[config.mk]
export PLATFORM = sky130hd
export DESIGN_NAME = mux_rr_feeder
export DESIGN_NICKNAME = d
export VERILOG_FILES = /design/src/rtl/mux_rr_feeder.sv
export SDC_FILE = /design/constraint.sdc
export NUM_CORES = 1
export LEC_CHECK = 0
export CAP_MARGIN = 20
export CORE_AREA = 2 2 39 41
export CTS_BUF_LIST = sky130_fd_sc_hd__clkbuf_16
export CTS_CLUSTER_DIAMETER = 30
export CTS_CLUSTER_SIZE = 8
export DETAILED_ROUTE_END_ITERATION = 12
export DIE_AREA = 0 0 41 43
export PLACE_DENSITY = 0.54
export SLEW_MARGIN = 20
export SYNTH_ARGS = -nofsm -noshare
export SYNTH_HDL_FRONTEND = slang
export SYNTH_SLANG_ARGS = --single-unit
[constraint.sdc]
create_clock -name clk -period 1.3 [get_ports clk]
set_input_delay 0.195 -clock clk [delete_from_list [all_inputs] [get_ports clk]]
set_output_delay 0.195 -clock clk [all_outputs]
set_load 0.03 [all_outputs]
[src/rtl/mux_rr_feeder.sv]
// Two-channel round-robin feeder for a 2:1 mux stage.
// Drives the mux select and registers the muxed beat with its source tag.
module mux_rr_feeder #(
    parameter int DATA_W    = 2,
    parameter int BURST_LEN = 1
) (
    input  logic              clk,
    input  logic              rst,
    input  logic              a_valid,
    input  logic [DATA_W-1:0] a_data,
    output logic              a_ready,
    input  logic              b_valid,
    input  logic [DATA_W-1:0] b_data,
    output logic              b_ready,
    output logic              select,
    output logic              out_valid,
    output logic [DATA_W-1:0] out_data,
    output logic              out_src,
    input  logic              out_ready
);

    localparam int CNT_W = $clog2(BURST_LEN + 1);
    localparam logic [CNT_W-1:0] CNT_MAX = CNT_W'(BURST_LEN);
    localparam logic [CNT_W-1:0] CNT_ONE = CNT_W'(1);

    localparam logic [0:0] OWN_A = 1'b0;
    localparam logic [0:0] OWN_B = 1'b1;

    logic [0:0]       owner;
    logic [CNT_W-1:0] burst_cnt;

    logic load_en;
    logic gnt_any;
    logic gnt_b;
    logic keep_owner;
    logic xfer_a;
    logic xfer_b;

    // Grant decision. A zero burst count means nobody has been served
    // yet, so the non-owner (A after reset) wins the first tie.
    always_comb begin
        gnt_any    = a_valid | b_valid;
        keep_owner = (burst_cnt != '0) && (burst_cnt < CNT_MAX);
        gnt_b      = 1'b0;
        if (a_valid && b_valid) begin
            if (keep_owner)
                gnt_b = (owner == OWN_B);
            else
                gnt_b = (owner == OWN_A);
        end else begin
            gnt_b = b_valid;
        end
    end

    // Handshake and mux select; nothing is accepted while in reset.
    always_comb begin
        load_en = (!out_valid || out_ready) && !rst;
        a_ready = load_en & gnt_any & ~gnt_b;
        b_ready = load_en & gnt_any & gnt_b;
        xfer_a  = a_valid & a_ready;
        xfer_b  = b_valid & b_ready;
        if (rst)
            select = 1'b0;
        else if (gnt_any)
            select = gnt_b;
        else
            select = owner[0];
    end

    // Output register: load the granted beat, drain when idle, hold on stall.
    always_ff @(posedge clk or posedge rst) begin
        if (rst) begin
            out_valid <= 1'b0;
            out_data  <= '0;
            out_src   <= 1'b0;
        end else if (load_en) begin
            if (xfer_a) begin
                out_valid <= 1'b1;
                out_data  <= a_data;
                out_src   <= 1'b0;
            end else if (xfer_b) begin
                out_valid <= 1'b1;
                out_data  <= b_data;
                out_src   <= 1'b1;
            end else begin
                out_valid <= 1'b0;
            end
        end
    end

    // Owner FSM: count beats of the current owner, hand over on a switch.
    always_ff @(posedge clk or posedge rst) begin
        if (rst) begin
            owner     <= OWN_B;
            burst_cnt <= '0;
        end else if (xfer_a || xfer_b) begin
            if ((xfer_b ? OWN_B : OWN_A) == owner) begin
                if (burst_cnt != CNT_MAX)
                    burst_cnt <= burst_cnt + CNT_ONE;
            end else begin
                owner     <= xfer_b ? OWN_B : OWN_A;
                burst_cnt <= CNT_ONE;
            end
        end
    end

endmodule

=== Word-level counts from Yosys, hierarchy flattened ===
Index checks and enable logic that the tools add are counted.

* Register bits after elaboration: 6
* Logic and storage cells: 39
* Input port bits: 9
* Output and inout port bits: 7

* Reduce and logical (&&, ||, !) cells: 10
* Add/subtract/negate cells: 1
* $lt $le $gt $ge: 1
* Bitwise logic cells: 9
* Equality and inequality tests: 1
* Muxes and demuxes: 12

{| class="wikitable"
|+ Operators by type and width
! kind !! number
|-
| $mux W1 || 10
|-
| $and A1 B1 Y1 || 5
|-
| $mux W2 || 2
|-
| $reduce_and A2 Y1 || 2
|-
| $logic_and A1 B1 Y1 || 3
|-
| $not A1 Y1 || 3
|-
| $logic_not A1 Y1 || 2
|-
| $logic_or A1 B1 Y1 || 2
|-
| $reduce_bool A2 Y1 || 1
|-
| $add A1 B1 Y1 const B || 1
|-
| $eq A1 B1 Y1 || 1
|-
| $lt A1 B1 Y1 const B || 1
|-
| $or A1 B1 Y1 || 1
|}

=== Logic depth before layout (Yosys ltp) ===
Gate-level depths: netlist of the first run.

* Depth in word-level cells: 10
* Mapped depth: 3
* Gate-level depth less buffers: 3

=== Least setup slack after synthesis of the first run ===
Ideal clock, no wire load.

* Kind: register -> output
* From: register out_valid
* To: output port a_ready
* Path slack: -0.347 ns
* Data required time: 1.105 ns
* Path buffers: 0
* Cell stages (with the launch flop): 3
* Arrival time: 1.452 ns
* Cells stage by stage: dfrtp_1 > a21o_1 > nor3_1

* Longest elaborated chain between the ends: 5

{| class="wikitable"
|+ RTL lines
! element !! RTL line !! source
|-
| from (decl) || 16 || <nowiki>output logic out_valid,</nowiki>
|-
| from (signal assigned) || 73 || <nowiki>out_valid <= 1'b0;</nowiki>
|-
| from (signal assigned) || 78 || <nowiki>out_valid <= 1'b1;</nowiki>
|-
| from (signal assigned) || 82 || <nowiki>out_valid <= 1'b1;</nowiki>
|-
| $logic_not A1 Y1 || 57 || <nowiki>load_en = (!out_valid || out_ready) && !rst;</nowiki>
|-
| $logic_or A1 B1 Y1 || 57 ||
|-
| $logic_and A1 B1 Y1 || 57 ||
|-
| $and A1 B1 Y1 (2 in a row) || 58 || <nowiki>a_ready = load_en & gnt_any & ~gnt_b;</nowiki>
|-
| to (decl) || 11 || <nowiki>output logic a_ready,</nowiki>
|}

Every way passes these cells.

=== Final worst setup path of the first run ===
* From: register owner
* To: output port select

* Longest elaborated chain between the ends: 5

{| class="wikitable"
|+ RTL lines
! element !! RTL line !! source
|-
| from (decl) || 29 || <nowiki>logic [0:0] owner;</nowiki>
|-
| from (signal assigned) || 101 || <nowiki>owner <= xfer_b ? OWN_B : OWN_A;</nowiki>
|-
| $not A1 Y1 || 49 || <nowiki>gnt_b = (owner == OWN_A);</nowiki>
|-
| $mux W1 || 46 || <nowiki>if (keep_owner)</nowiki>
|-
| $mux W1 || 45 || <nowiki>if (a_valid && b_valid) begin</nowiki>
|-
| $mux W1 * || 64 || <nowiki>else if (gnt_any)</nowiki>
|-
| $mux W1 * || 62 || <nowiki>if (rst)</nowiki>
|-
| to (decl) || 15 || <nowiki>output logic select,</nowiki>
|}

Every way passes the cells marked *; elsewhere a longest branch is shown, timed or not.

==> impl_summary.txt, run 1 <==
----------------------------------------------------
[Outcome]
  Status ... finished, violations left
  Violated checks ... setup timing

[Yosys]
  Register area share after synthesis ... a little under half
  Synthesized-area fraction occupied by ao, oa, aoi and oai cells ... 40.1%
  Largest cells by area after synthesis ... sky130_fd_sc_hd__dfrtp_1 (37%), sky130_fd_sc_hd__dfstp_2 (9.7%), sky130_fd_sc_hd__a2bb2oi_1 (6.5%)
  Portion of synthesized cell area occupied by the leading cell type ... 36.9%
  Syn nets ... 35
  Mux cell area share after synthesis ... 0%
  Adder-cell share of the synthesized area ... 0%
  FF+latch count, synth ... 5
  Cell count after synthesis ... 26
  Share of the synthesized netlist area taken by xor and xnor gates ... 0%
  Dominant combinational cell family by area after synthesis ... compound AO/OA/AOI/OAI gates
  Count of synthesis-stage warnings from yosys ... 0
  Syn avg cell area ... 10.4 sq um
  Library cell with the largest summed area after synthesis ... sky130_fd_sc_hd__dfrtp_1
  Count of unique library cells instantiated by Yosys ... 16
  Simple-gate area share of the yosys netlist ... 9.22%
  Post-synthesis cell area ... 272 sq um

[STA]
  Setup-failing EPs final ... 3
  Worst slew slack as a fraction of its limit ... around four fifths
  WHS ... 0.0528 ns
  Part of the cycle the worst path needs ... 106%
  Maximum clock rate ... 723 MHz
  RSZ-0062 raised after global routing ... true
  Worst Skew ... 0.000432 ns
  Transition at the pin with the smallest max-transition slack ... 0.310 ns
  Setup TNS ... -0.167 ns
  Slew Limit Fails ... 0
  Time the final worst path needs with I/O delays and setup ... ~1.4 ns
  Worst path setup slack after routing ... -0.0840 ns
  Final Hold Violating Endpoints ... 0

[Clock tree]
  Worst-skew pair later-pin latency ... around 0.22 ns
  Clock tree from TritonCTS ... yes
  Clock root buffer ... sky130_fd_sc_hd__clkbuf_16
  Clock-pin slew on the worst setup and hold paths ... 0.03 ns
  Total number of H-tree levels ... 1
  Maximum count of clock buffers along a single path ... 2
  Number of buffers inserted during clock tree synthesis ... 3
  Clock tree sinks ... 5

[Power and ir drop]
  Leak Pwr ... 0.301 nW
  VDD IR max ... approximately 1.4 mV
  Total power density per cell area ... 1710 nW/um^2

[Final layout]
  Register area ... 126 sq um
  Final net count ... 64
  Finished Core Util ... approximately 45%
  Layout overhead on the synthesized area ... 130%
  Combined area of the multi-input logic cells ... 178 sq um
  Number of antenna cells inserted ... 0
  Filler cell count in the final layout ... around 140
  Fraction of final layout cells with drive strength greater than 1 ... 50.0%

[Placed design]
  Count of input and output buffers ... 15
  GPL Wtd Cong ... 0.687
  Worst setup slack after placement ... -0.189 ns
  Half-perimeter wire length after detailed placement ... about 660 um

[Critical path]
  Arrival time at the worst endpoint ... 1.19 ns
  Critical-path cell list ... nor2b_4, a21oi_2, nor2_1, buf_4
  Crit path buffers/inverters ... 1
  R2r worst-path depth ... 4
  Worst R2R Start ... owner$_DFFE_PP1P_
  Cell with the largest stage delay on the worst path ... sky130_fd_sc_hd__dfstp_2
  R2r endpoint ... out_data[0]$_DFFE_PP0P_
  Stage delay of the slowest cell on the critical path ... 0.59 ns
  Kind of start point of the critical path ... flop
  Capturing element type of the critical path ... output port
  Cell class contributing the biggest share of worst-path delay ... flip-flops
  Category of the most critical setup path ... reg -> out
  Critical path required time ... 1.11 ns
  Internal reg-to-reg setup slack ... 0.07 ns
  Crit-path max FO ... 4

[Global routing]
  Number of antenna violations at the first check in global routing ... 0
  Total overflow reported by the global router ... 0
  Global-route wire length before repair ... ~1300 um
  Number of global-route vias before repair ... 301
  All-Layer GR Usage ... 11.5%
  Maximum number of pins on one net before global-route repair ... 6

[Die]
  X dimension of the die ... about 41 um
  IO Pins ... 16
  Full die area ... 1760 sq um
  Site Rows ... 14
  Height of the die ... 43 um
  Effective utilization at floorplan ... between 10% and 20%
  Core region area ... 1380 sq um

[Detailed routing]
  DRT Pass-1 Iters ... 4
  Drt initial violations ... 2
  Count of vias placed by the detailed router ... 317
  Routed vias/inst ... 4.53
  Total wirelength of the detailed-routed design ... 871 um
  Residual DRC count ... 0
  Average wire per standard cell ... 12.4 um
  Number of nets with antenna violations after routing ... 0

[Min path]
  Worst hold-check path type ... in -> async

[Flow run]
  Max-capacitance violation count ... 0

----------------------------------------------------
sequential cells by signal, indices dropped and copies added, names as in the netlist:
register / count
out_data: 2
out_src: 1
out_valid: 1
owner: 1
tightest hold or removal path: cells and delay by family:
family	cells	cell delay, ns
buffers and inverters	3	0.43
Yosys cell counts:
cell / n
sky130_fd_sc_hd__a21o_1: 2
sky130_fd_sc_hd__nor3_1: 1
sky130_fd_sc_hd__o2bb2ai_1: 1
sky130_fd_sc_hd__a2bb2oi_1: 2
sky130_fd_sc_hd__nor2_1: 3
sky130_fd_sc_hd__inv_2: 1
sky130_fd_sc_hd__dfstp_2: 1
sky130_fd_sc_hd__a22o_1: 1
sky130_fd_sc_hd__o32ai_1: 2
sky130_fd_sc_hd__a211o_1: 1
sky130_fd_sc_hd__a21oi_1: 2
sky130_fd_sc_hd__inv_1: 2
sky130_fd_sc_hd__a211oi_2: 1
sky130_fd_sc_hd__nor2b_2: 1
sky130_fd_sc_hd__dfrtp_1: 4
sky130_fd_sc_hd__a21bo_2: 1
stage by stage:
| step | std cells | area (sq um) | power, mW |
|---|---|---|---|
| finish | 70 | 624 | 1.07 |
| floorplan | 26 | 285 | 0.398 |
| global placement | 62 | 483 | 0.542 |
| global route | 70 | 624 | 1.12 |
| CTS | 67 | 581 | 1.05 |
| detailed placement | 62 | 483 | 0.541 |
layout make-up:
type                    count  area share, %
clock inverters             1          0.601
flip-flops and latches      5           20.2
repair buffers             24           33.7
inverters                   3           1.80
well taps                  16           3.21
clock buffers               3           12.0
multi-input cells          18           28.5
cells by family (layout without fill, tap and decap cells):
kind of cell	count (synthesis)	after routing
buffers and inverters	3	31
flip-flops	5	5
AND/OR/NAND/NOR	5	5
AO/OA/AOI/OAI	13	13
how the worst max path moves through the flow:
stage,slack (ns),cells after the start,start,to
3_3_place_gp,-0.20,5,b_valid,select
3_5_place_dp,-0.19,5,b_valid,select
5_1_grt,-0.12,4,owner$_DFFE_PP1P_,select
6_report,-0.08,4,owner$_DFFE_PP1P_,select
4_1_cts,-0.09,4,owner$_DFFE_PP1P_,select
2_1_floorplan,-0.01,2,out_valid$_DFFE_PP0P_,a_ready
power by group:
| group | switching (mW) | internal [mW] |
|---|---|---|
| registers | 0.0328 | 0.201 |
| logic | 0.177 | 0.169 |
| clock network | 0.0941 | 0.398 |
| total | 0.303 | 0.767 |
routing by layer:
metal | up-vias | global-route usage, % | routed length (um)
met1 | 134 | 15.7 | 413
met3 | 4 | 2.09 | 97
met2 | 20 | 14.7 | 333
met4 | 0 | 10.0 | 27
li1 | 159 | - | -
met5 | - | 0 | 0
cell usage in the layout, fill, tap and decap left out:
master | netlist | routed
sky130_fd_sc_hd__a21bo_4 | 0 | 1
sky130_fd_sc_hd__dfstp_2 | 1 | 1
sky130_fd_sc_hd__nor2b_4 | 0 | 1
sky130_fd_sc_hd__dlygate4sd2_1 | 0 | 6
sky130_fd_sc_hd__o32ai_2 | 0 | 2
sky130_fd_sc_hd__dlymetal6s2s_1 | 0 | 1
sky130_fd_sc_hd__o2bb2ai_1 | 1 | 1
sky130_fd_sc_hd__clkbuf_16 | 0 | 3
sky130_fd_sc_hd__a22o_1 | 1 | 1
sky130_fd_sc_hd__buf_6 | 0 | 2
sky130_fd_sc_hd__nor2_1 | 3 | 2
sky130_fd_sc_hd__buf_4 | 0 | 11
sky130_fd_sc_hd__a21oi_2 | 0 | 1
sky130_fd_sc_hd__a21oi_1 | 2 | 1
sky130_fd_sc_hd__nor3_4 | 0 | 1
sky130_fd_sc_hd__nor2_2 | 0 | 1
sky130_fd_sc_hd__dfrtp_1 | 4 | 4
sky130_fd_sc_hd__a21o_1 | 2 | 2
sky130_fd_sc_hd__inv_1 | 2 | 2
sky130_fd_sc_hd__inv_2 | 1 | 2
sky130_fd_sc_hd__a2bb2oi_1 | 2 | 2
sky130_fd_sc_hd__clkdlybuf4s50_1 | 0 | 4
sky130_fd_sc_hd__a211o_1 | 1 | 1
sky130_fd_sc_hd__a211oi_2 | 1 | 1
repair_timing:
action,CTS,global route
hold buffers,0,0
endpoints found under the setup margin,6,5
endpoints found under the hold margin,0,0
resized for setup,11,4
pin swaps,2,4
cloned,0,0
setup buffers,1,3
No activity file was read; power rests on OpenSTA's default activity.
==> run 2: changes to the inputs <==
--- a/config.mk
+++ b/config.mk
@@ -13,7 +13,6 @@
 export DETAILED_ROUTE_END_ITERATION = 12
 export DIE_AREA = 0 0 41 43
 export PLACE_DENSITY = 0.54
-export SLEW_MARGIN = 20
 export SYNTH_ARGS = -nofsm -noshare
 export SYNTH_HDL_FRONTEND = slang
 export SYNTH_SLANG_ARGS = --single-unit
==> results of run 2 <==
The final DEF is identical to that of run 1; final timing and power are the same.
